<file path="src/rtl/clk_switch_ctrl_if.sv">
// Request handshake between a clock-switch requester and clk_switch_ctrl.
// The requester holds req_valid until it sees req_ready; done/err report the outcome.
interface clk_switch_ctrl_if;
  logic req_valid;
  logic req_sel;
  logic req_ready;
  logic done;
  logic err;

  modport master (output req_valid, req_sel, input  req_ready, done, err);
  modport slave  (input  req_valid, req_sel, output req_ready, done, err);
endinterface

</file>
<file path="src/rtl/clk_switch_ctrl.sv">
// Sequencer for a glitch-free two-input clock mux: watches both source heartbeats,
// steps the mux select and pulses the outgoing side's reset when that clock is dead.
module clk_switch_ctrl #(
  parameter int WD_CYCLES     = 256,
  parameter int SETTLE_CYCLES = 64,
  parameter int FORCE_CYCLES  = 8,
  parameter bit INIT_SEL      = 1'b0
) (
  input  logic               clk,
  input  logic               srst_n,
  clk_switch_ctrl_if.slave   req,
  input  logic               hb0,
  input  logic               hb1,
  output logic               mux_sel,
  output logic               mux_arst0,
  output logic               mux_arst1,
  output logic               alive0,
  output logic               alive1,
  output logic               cur_sel
);

  localparam int TMAX = (WD_CYCLES > SETTLE_CYCLES) ? WD_CYCLES : SETTLE_CYCLES;
  localparam int TW   = $clog2(TMAX + 1);
  localparam int WW   = $clog2(WD_CYCLES + 1);

  localparam logic [WW-1:0] WD_MAX      = WW'(WD_CYCLES);
  localparam logic [TW-1:0] WD_LAST     = TW'(WD_CYCLES - 1);
  localparam logic [TW-1:0] SETTLE_LAST = TW'(SETTLE_CYCLES - 1);
  localparam logic [TW-1:0] FORCE_LAST  = TW'(FORCE_CYCLES - 1);
  localparam logic [TW-1:0] INIT_LAST   = TW'(FORCE_CYCLES);

  typedef enum logic [2:0] {
    ST_INIT,
    ST_IDLE,
    ST_CHECK,
    ST_SWITCH,
    ST_DONE
  } state_t;

  // ---------------------------------------------------------------------------
  // Heartbeat watchdogs
  // ---------------------------------------------------------------------------
  logic [1:0]    hb_s1, hb_s2, hb_s3;
  logic [1:0]    hb_edge;
  logic [WW-1:0] wd_cnt [2];
  logic [1:0]    alive_q;

  assign hb_edge = hb_s2 ^ hb_s3;

  // NOTE: sequential state is written with non-blocking assignments only, so every
  // flop samples the pre-edge value of its neighbours regardless of statement order.
  always_ff @(posedge clk) begin
    if (!srst_n) begin
      hb_s1   <= '0;
      hb_s2   <= '0;
      hb_s3   <= '0;
      alive_q <= '0;
      // NOTE: the watchdog array is two counters, so it is reset like ordinary flops;
      // starting saturated keeps both sources "dead" until a real heartbeat arrives.
      for (int i = 0; i < 2; i++) wd_cnt[i] <= WD_MAX;
    end else begin
      hb_s1 <= {hb1, hb0};
      hb_s2 <= hb_s1;
      hb_s3 <= hb_s2;
      for (int i = 0; i < 2; i++) begin
        if (hb_edge[i])               wd_cnt[i] <= '0;
        else if (wd_cnt[i] != WD_MAX) wd_cnt[i] <= wd_cnt[i] + 1'b1;
        alive_q[i] <= (wd_cnt[i] < WD_MAX);
      end
    end
  end

  // ---------------------------------------------------------------------------
  // Switch sequencer
  // ---------------------------------------------------------------------------
  state_t        state, state_nx;
  logic [TW-1:0] timer, timer_nx;
  logic          target, target_nx;
  logic          sel_q, sel_nx;
  logic          cur_q, cur_nx;
  logic [1:0]    arst_q, arst_nx;
  logic          err_q, err_nx;

  always_ff @(posedge clk) begin
    if (!srst_n) begin
      state  <= ST_INIT;
      timer  <= '0;
      target <= INIT_SEL;
      sel_q  <= INIT_SEL;
      cur_q  <= INIT_SEL;
      arst_q <= 2'b11;
      err_q  <= 1'b0;
    end else begin
      state  <= state_nx;
      timer  <= timer_nx;
      target <= target_nx;
      sel_q  <= sel_nx;
      cur_q  <= cur_nx;
      arst_q <= arst_nx;
      err_q  <= err_nx;
    end
  end

  // NOTE: every value this block drives gets a default first, so no path through
  // the case statement can leave one unassigned and infer a latch.
  always_comb begin
    state_nx  = state;
    timer_nx  = timer;
    target_nx = target;
    sel_nx    = sel_q;
    cur_nx    = cur_q;
    arst_nx   = arst_q;
    err_nx    = err_q;

    unique case (state)
      ST_INIT: begin
        if (timer == INIT_LAST) begin
          arst_nx  = 2'b00;
          state_nx = ST_IDLE;
        end else begin
          timer_nx = timer + 1'b1;
        end
      end

      ST_IDLE: begin
        if (req.req_valid) begin
          if (req.req_sel == cur_q) begin
            err_nx   = 1'b0;
            state_nx = ST_DONE;
          end else begin
            target_nx = req.req_sel;
            timer_nx  = '0;
            state_nx  = ST_CHECK;
          end
        end
      end

      ST_CHECK: begin
        if (alive_q[target]) begin
          // The mux cannot release a dead outgoing clock by itself; kick that side.
          sel_nx           = target;
          timer_nx         = '0;
          arst_nx[~target] = ~alive_q[~target];
          state_nx         = ST_SWITCH;
        end else if (timer == WD_LAST) begin
          err_nx   = 1'b1;
          state_nx = ST_DONE;
        end else begin
          timer_nx = timer + 1'b1;
        end
      end

      ST_SWITCH: begin
        if (timer == FORCE_LAST) arst_nx = 2'b00;
        if (timer == SETTLE_LAST) begin
          cur_nx   = target;
          err_nx   = ~alive_q[target];
          state_nx = ST_DONE;
        end else begin
          timer_nx = timer + 1'b1;
        end
      end

      ST_DONE: state_nx = ST_IDLE;

      default: state_nx = ST_INIT;
    endcase
  end

  assign req.req_ready = (state == ST_IDLE);
  assign req.done      = (state == ST_DONE);
  assign req.err       = (state == ST_DONE) & err_q;
  assign mux_sel       = sel_q;
  assign cur_sel       = cur_q;
  assign mux_arst0     = arst_q[0];
  assign mux_arst1     = arst_q[1];
  assign alive0        = alive_q[0];
  assign alive1        = alive_q[1];

endmodule

</file>
<file path="src/flat_wrapper.sv">
// flat-port wrapper written by rule: the top's interface ports become plain ports
module clk_switch_ctrl_flat 
#(
  parameter int WD_CYCLES     = 256,
  parameter int SETTLE_CYCLES = 64,
  parameter int FORCE_CYCLES  = 8,
  parameter bit INIT_SEL      = 1'b0
)
  (clk, srst_n, hb0, hb1, mux_sel, mux_arst0, mux_arst1, alive0, alive1, cur_sel, req_req_valid, req_req_sel, req_req_ready, req_done, req_err);
  clk_switch_ctrl_if req_i ();
  input  logic clk;
  input  logic srst_n;
  input  logic hb0;
  input  logic hb1;
  output logic mux_sel;
  output logic mux_arst0;
  output logic mux_arst1;
  output logic alive0;
  output logic alive1;
  output logic cur_sel;
  input wire logic [$bits(req_i.req_valid)-1:0] req_req_valid;
  input wire logic [$bits(req_i.req_sel)-1:0] req_req_sel;
  output wire logic [$bits(req_i.req_ready)-1:0] req_req_ready;
  output wire logic [$bits(req_i.done)-1:0] req_done;
  output wire logic [$bits(req_i.err)-1:0] req_err;
  assign req_i.req_valid = req_req_valid;
  assign req_i.req_sel = req_req_sel;
  assign req_req_ready = req_i.req_ready;
  assign req_done = req_i.done;
  assign req_err = req_i.err;
  clk_switch_ctrl #(.WD_CYCLES(WD_CYCLES), .SETTLE_CYCLES(SETTLE_CYCLES), .FORCE_CYCLES(FORCE_CYCLES), .INIT_SEL(INIT_SEL)) u_core (.clk(clk), .srst_n(srst_n), .req(req_i), .hb0(hb0), .hb1(hb1), .mux_sel(mux_sel), .mux_arst0(mux_arst0), .mux_arst1(mux_arst1), .alive0(alive0), .alive1(alive1), .cur_sel(cur_sel));
endmodule
</file>
<file path="config.mk">
export PLATFORM = sky130hd
export DESIGN_NAME = clk_switch_ctrl_flat
export DESIGN_NICKNAME = d
export VERILOG_FILES = /design/src/rtl/clk_switch_ctrl_if.sv /design/src/rtl/clk_switch_ctrl.sv /design/src/flat_wrapper.sv
export SDC_FILE = /design/constraint.sdc
export NUM_CORES = 1
export LEC_CHECK = 0
export ABC_AREA = 1
export BUFFER_PORTS_ARGS = -buffer_cell sky130_fd_sc_hd__buf_2
export CAP_MARGIN = 30
export CORE_AREA = 8 8 82 84
export CTS_BUF_LIST = sky130_fd_sc_hd__clkbuf_16
export CTS_CLUSTER_DIAMETER = 50
export DETAILED_ROUTE_END_ITERATION = 6
export DIE_AREA = 0 0 90 92
export PLACE_DENSITY = 0.65
export SETUP_SLACK_MARGIN = 0.3
export SLEW_MARGIN = 20
export SYNTH_ARGS = -nofsm -noshare
export SYNTH_HDL_FRONTEND = slang
export SYNTH_SLANG_ARGS = --single-unit
</file>
<file path="constraint.sdc">
create_clock -name clk -period 1.99 [get_ports clk]
set_input_delay 0.0995 -clock clk [delete_from_list [all_inputs] [get_ports clk]]
set_output_delay 0.0995 -clock clk [all_outputs]
set_load 0.02 [all_outputs]
</file>
### Word-level counts from Yosys, hierarchy flattened

Memory sizes are Yosys's and may differ from the RTL's.
Cells that the tools add are included.

| storage, ports and cells | value |
|---|---|
| bits in latches | 0 |
| logic and storage cells | 116 |
| flip-flop bits (word level) | 26 |
| memories kept | 1 |
| RAM bits | 18 |
| ROM bits | 0 |

Memory list:

| memory | depth | width | read ports | clocked after Yosys merged registers in | wr ports | line | RTL |
|---|---|---|---|---|---|---|---|
| u_core.wd_cnt | 2 | 9 | 2 | 0 | 2 | clk_switch_ctrl.sv:45 | `logic [WW-1:0] wd_cnt [2];` |

| cells by class | value |
|---|---|
| bitwise gates (word level) | 10 |
| shift operators | 0 |
| magnitude comparators | 5 |
| reduce and logical (&&, ||, !) cells | 12 |
| add/subtract/negate cells | 3 |
| mux-type cells | 50 |
| divide/modulo/power cells | 0 |
| $mul | 0 |
| equality and inequality tests | 24 |

Operators with widths:

| operator | number |
|---|---|
| $mux W9 | 10 |
| $pmux W9 S4 | 1 |
| $add A9 B1 Y9 const B | 3 |
| $mux W1 | 25 |
| $lt A9 B9 Y1 const B | 2 |
| $mux W3 | 6 |
| $ne A9 B9 Y1 const B | 2 |
| $pmux W3 S5 | 1 |
| $ne A2 B1 Y1 const B | 6 |
| $reduce_and A6 Y1 | 2 |
| $ne A2 B2 Y1 const B | 5 |
| $eq A9 B3 Y1 const B | 1 |
| $eq A9 B4 Y1 const B | 1 |
| $eq A9 B6 Y1 const B | 1 |
| $eq A9 B8 Y1 const B | 1 |
| $reduce_and A4 Y1 | 2 |
| $eq A3 B2 Y1 const B | 2 |
| $mux W2 | 3 |
| $pmux W2 S3 | 1 |
| $reduce_bool A3 Y1 | 2 |
| $lt A1 B2 Y1 const B | 2 |
| $not A1 Y1 | 4 |
| $or A1 B1 Y1 | 4 |
| $reduce_and A2 Y1 | 2 |
| 15 further kinds | 15 |

### Logic depth before layout (Yosys ltp)

| logic depth | value |
|---|---|
| depth in word-level cells | 8 |
| depth in mapped cells | 13 |
| mapped depth without buffers | 13 |

### Worst setup path after synthesis

Ideal clock, no wire load.

| timing | value |
|---|---|
| path kind | flip-flop to flip-flop |
| start | register u_core.timer[1] |
| end | register u_core.state[0] |
| stages on the path, launching flop included | 14 |
| arrival | 1.688 ns |
| buffers on the path | 0 |
| setup slack | 0.194 ns |
| required time | 1.881 ns |
| cells stage by stage | dfxtp_1 ha_1 nand3_1 inv_1 nand3_1 nor3_1 ha_1 inv_1 nand3_1 nand2_1 nor2_2 nand3_1 nand2_1 inv_1 |

| on the way | value |
|---|---|
| longest elaborated chain between the ends | 3 |

Ends and longest elaborated chain:

| element | line | RTL |
|---|---|---|
| start, declared | clk_switch_ctrl.sv:77 | `logic [TW-1:0] timer, timer_nx;` |
| start signal, assigned | clk_switch_ctrl.sv:95 | `timer <= timer_nx;` |
| $eq A9 B8 Y1 (tied with other cells) | clk_switch_ctrl.sv:145 | `end else if (timer == WD_LAST) begin` |
| $ne A3 B1 Y1 (no source line) / $ne A2 B1 Y1 (equally long branches) | n/a |  |
| $reduce_and A4 Y1 (no source line) * | n/a |  |
| end signal, assigned | clk_switch_ctrl.sv:94 | `state <= state_nx;` |
| end, declared | clk_switch_ctrl.sv:76 | `state_t state, state_nx;` |

Mark *: on every way between the ends. The rest lies on a longest branch, timed or not.
A chain may end at the register's enable or synchronous reset.

### Final worst setup path

| timing | value |
|---|---|
| start | register u_core.timer[0] |
| end | register u_core.timer[1] |

| on the way | value |
|---|---|
| longest elaborated chain between the ends | 4 |

Ends and longest elaborated chain:

| element | line | RTL |
|---|---|---|
| $add A9 B1 Y9 | clk_switch_ctrl.sv:121, clk_switch_ctrl.sv:149, clk_switch_ctrl.sv:160 |  |
| $mux W9 | clk_switch_ctrl.sv:145 |  |
| $mux W9 | clk_switch_ctrl.sv:139 | `if (alive_q[target]) begin` |
| $pmux W9 S4 | clk_switch_ctrl.sv:115 | `unique case (state)` |

Parallel ways exist; a longest one is shown, timed or not. The select of a mux whose other input is x is not followed.

==> summary.md <==
The number of maximum-capacitance constraint violations was 0; the weighted congestion at the end of routability-driven global placement was 0.875. Buffers inserted during clock tree synthesis total 5. The logs give 4050 microns for the estimated wirelength of the detail-placed design and 0 for the max-slew violation count.

The clock latency on the worst-skew pair is 280 ps. The detailed router finished its first iteration with 165 violations. The tools report the effective utilization at floorplan as 0.481.

The relative slew slack was 0.715; the chip height was 92 microns. Final number of hold-violating endpoints: 0. The number of vias per cell after detailed routing was 4.97; the static leakage power was 1.42 nW. The post-synthesis net count is 386, and the ratio of final minimum period to clock period is 0.892. The tools report the met1 capacity usage during global routing as 0.175. CTS saw 44 sinks.

The top-level port count is 15. TritonCTS built the clock tree. The worst path meets setup with 215 ps of slack. The area growth from synthesis to layout is 21.7%. In this run the deepest clock path goes through 2 buffers. For this run, the detailed router's first-pass iteration total came to 4. A synthesized cell averages 6.97 sq um. In this run the standard cell core region covers 5410 sq um. For the setup clock skew after layout, the log shows 5.49 ps. Setup repair after global routing could not meet its margin everywhere. The all-layer global routing usage was 0.141; the average wire length per cell after detail routing was 11.9 microns.

The number of cell rows is 27, and the pre-CTS setup slack is 139 ps. The logs give 0.408 for the sequential cell area fraction in the yosys report and 2200 ps for the critical path required time. Layout cell share with drive strength beyond 1: 0.194. STA classifies the critical path endpoint as a flip-flop. Of all nets on the critical path, the largest fanout is 7. Post-layout total power: 4.15 mW.

The power density over the cells is 1310 nW/um^2, and the total global routing overflow is 0. The H-tree generated during clock tree synthesis spans 2 levels. Most common flop cell mapped by yosys: sky130_fd_sc_hd__dfxtp_1.

For the count of vias placed by the detailed router, the log shows 2383. For this run, design rule violations remaining after detail routing come to 0. The worst setup path is launched from a flip-flop. The transition time of the tightest slew-check pin was 427 ps; the global-route wire length before repair was 9900 microns. Yosys printed 0 warnings.

The critical path in this run is classified as flip-flop to flip-flop. The synthesized netlist occupies a cell area of 2600 sq um. The run finished with clean final reports. The floorplan step set the die width to 90 microns. The floorplan step defined a die boundary enclosing 8280 sq um. The routed design has 5700 microns of wire. The repair_antennas step left the layout with diodes totalling 0. The worst hold path belongs to the class primary input to flip-flop. Counting flops with a built-in enable in the synthesized netlist gives 18.

The tree is rooted in a sky130_fd_sc_hd__clkbuf_16. The minimum clock period after layout works out to 1780 ps. Data on the critical path arrives at its endpoint at 1990 ps. Once detail routing completed, the nets flagged for antenna violations numbered 0.

The most used routing layer in global routing is met2. The register clock-pin slew on the reported worst setup and hold paths was 60 ps; the setup violation total in the final timing report was 0. For the met2 track utilization from global routing, the log shows 0.234.

The run gives 2210 as the via count of the first global-routing pass. Entering global routing, the biggest net connects 15 pins. The final layout net count was 419; the count of mapped cells out of synthesis was 373. The worst hold slack was 115 ps; the peak supply drop was 0.000510 V. The number of antenna violations at the first check in global routing came out at 0. After synthesis the netlist holds a flip-flop and latch count of 44.

The async set or reset register ratio after synthesis was 0. The count of fill cells added during filler insertion is 485, and the count of buffers from port buffering is 14. For this run, the top clock speed supported by timing is 563 MHz.

The routing usage on met3 was 0.0350; the final setup TNS was 0 ps. The number of distinct library cells after synthesis was 30.
-- through the flow --
stage	utilization	area [sq um]	instances
after detailed placement	0.517	2800	461
after global routing	0.585	3160	479
after global placement	0.517	2800	461
after CTS	0.564	3050	477
after floorplan	-	2620	373
final	0.585	3160	479
-- report_power, final --
group          total [mW]  switching, mW  internal (mW)
logic                1.78           1.14          0.631
registers            1.45          0.202           1.25
clock network       0.931          0.341          0.590
total                4.15           1.69           2.47
-- cell families (layout without fill, tap and decap cells) --
| family | count (synthesis) | after routing | share of synthesized area |
|---|---|---|---|
| AOI/OAI and AO/OA | 38 | 38 | 0.0766 |
| xor gates and xnor gates | 4 | 4 | 0.0135 |
| adders and majority gates | 7 | 7 | 0.0337 |
| buffers and inverters | 68 | 102 | 0.104 |
| DFF | 44 | 44 | 0.408 |
| and+or+nand+nor | 212 | 212 | 0.364 |
-- final timing paths --
path	startpoint	slack (ps)	endpoint	depth (start not counted)
min reg2reg	u_core.hb_s1[1]	410	u_core.hb_s2[1]	2
min	req_req_valid	120	u_core.target	3
max reg2reg	u_core.timer[0]	210	u_core.timer[1]	12
max	u_core.timer[0]	210	u_core.timer[1]	12
-- metal layers --
metal	wire [microns]	part of all wire
met1	2720	0.48
met2	2610	0.46
met3	234	0.041
met4	133	0.023
met5	0	0
-- state kept, by name (all words and copies together) (netlist names) --
signal	count
u_core.wd_cnt	18
u_core.timer	9
u_core.state	3
u_core.alive_q	2
u_core.arst_q	2
u_core.hb_s1	2
u_core.hb_s2	2
u_core.hb_s3	2
u_core.cur_sel	1
u_core.err_q	1
u_core.mux_sel	1
u_core.target	1
-- placed cells by master, fill, tap and decap left out, drive strengths merged --
cell type    instances
dfxtp               26
buf                 29
clkbuf               5
nand4                7
xor2                 1
xnor2                3
nor4                 2
o21bai               2
nor3b                4
nor3                 7
o21ai               14
inv                 63
edfxtp              18
a21oi               22
bufinv               1
ha                   7
dlygate4sd3          2
or2                  1
nand2               93
nor2                59
clkinv               2
nand3               39
-- critical path, cell delays in order (launching register included) --
cell and delay (ps):
sky130_fd_sc_hd__dfxtp_2 360, sky130_fd_sc_hd__ha_4 160, sky130_fd_sc_hd__nand3_4 80, sky130_fd_sc_hd__inv_2 80, sky130_fd_sc_hd__nand3_2 70, sky130_fd_sc_hd__nor3_2 120
sky130_fd_sc_hd__ha_2 230, sky130_fd_sc_hd__nand3_2 90, sky130_fd_sc_hd__nor2_2 130, sky130_fd_sc_hd__nor2_2 60, sky130_fd_sc_hd__nand3_4 120, sky130_fd_sc_hd__nand2_2 70
sky130_fd_sc_hd__a21oi_2 120
-- repair_timing --
item                                    4_1_cts  5_1_grt
pin swaps                                    10        9
cloned                                        0        0
endpoints found under the setup margin       14       28
hold endpoints to repair                      2        0
resized for setup                             3       22
hold buffers                                  2        0
setup buffers                                 6        2
-- synthesized netlist by cell type, types with 2 or more instances --
master                     number  area, sq um
sky130_fd_sc_hd__nand2_1       89          334
sky130_fd_sc_hd__inv_1         59          221
sky130_fd_sc_hd__nor2_1        56          210
sky130_fd_sc_hd__nand3_1       36          180
sky130_fd_sc_hd__dfxtp_1       26          521
sky130_fd_sc_hd__a21oi_1       22          110
sky130_fd_sc_hd__edfxtp_1      18          541
sky130_fd_sc_hd__o21ai_0        9         45.0
sky130_fd_sc_hd__ha_1           7         87.6
sky130_fd_sc_hd__nor3_1         7         35.0
sky130_fd_sc_hd__nand4_1        6         37.5
sky130_fd_sc_hd__inv_2          4         15.0
sky130_fd_sc_hd__nor3b_1        4         30.0
sky130_fd_sc_hd__o21ai_1        4         20.0
sky130_fd_sc_hd__nand2_2        3         18.8
sky130_fd_sc_hd__nand3_2        3         30.0
sky130_fd_sc_hd__xnor2_1        3         26.3
sky130_fd_sc_hd__buf_2          2         10.0
sky130_fd_sc_hd__nor2_4         2         22.5
sky130_fd_sc_hd__nor4_1         2         12.5
sky130_fd_sc_hd__o21bai_1       2         15.0
-- layout make-up --
cell class / count / area (sq um) / share of cell area
Sequential cell: 44 / 1060 / 0.336
Timing Repair Buffer: 31 / 215 / 0.0680
Tap cell: 72 / 90.1 / 0.0285
Clock inverter: 3 / 42.5 / 0.0134
Clock buffer: 5 / 125 / 0.0396
Multi-Input combinational cell: 261 / 1390 / 0.439
Inverter: 63 / 236 / 0.0748
Power figures use the tool's default switching activity.
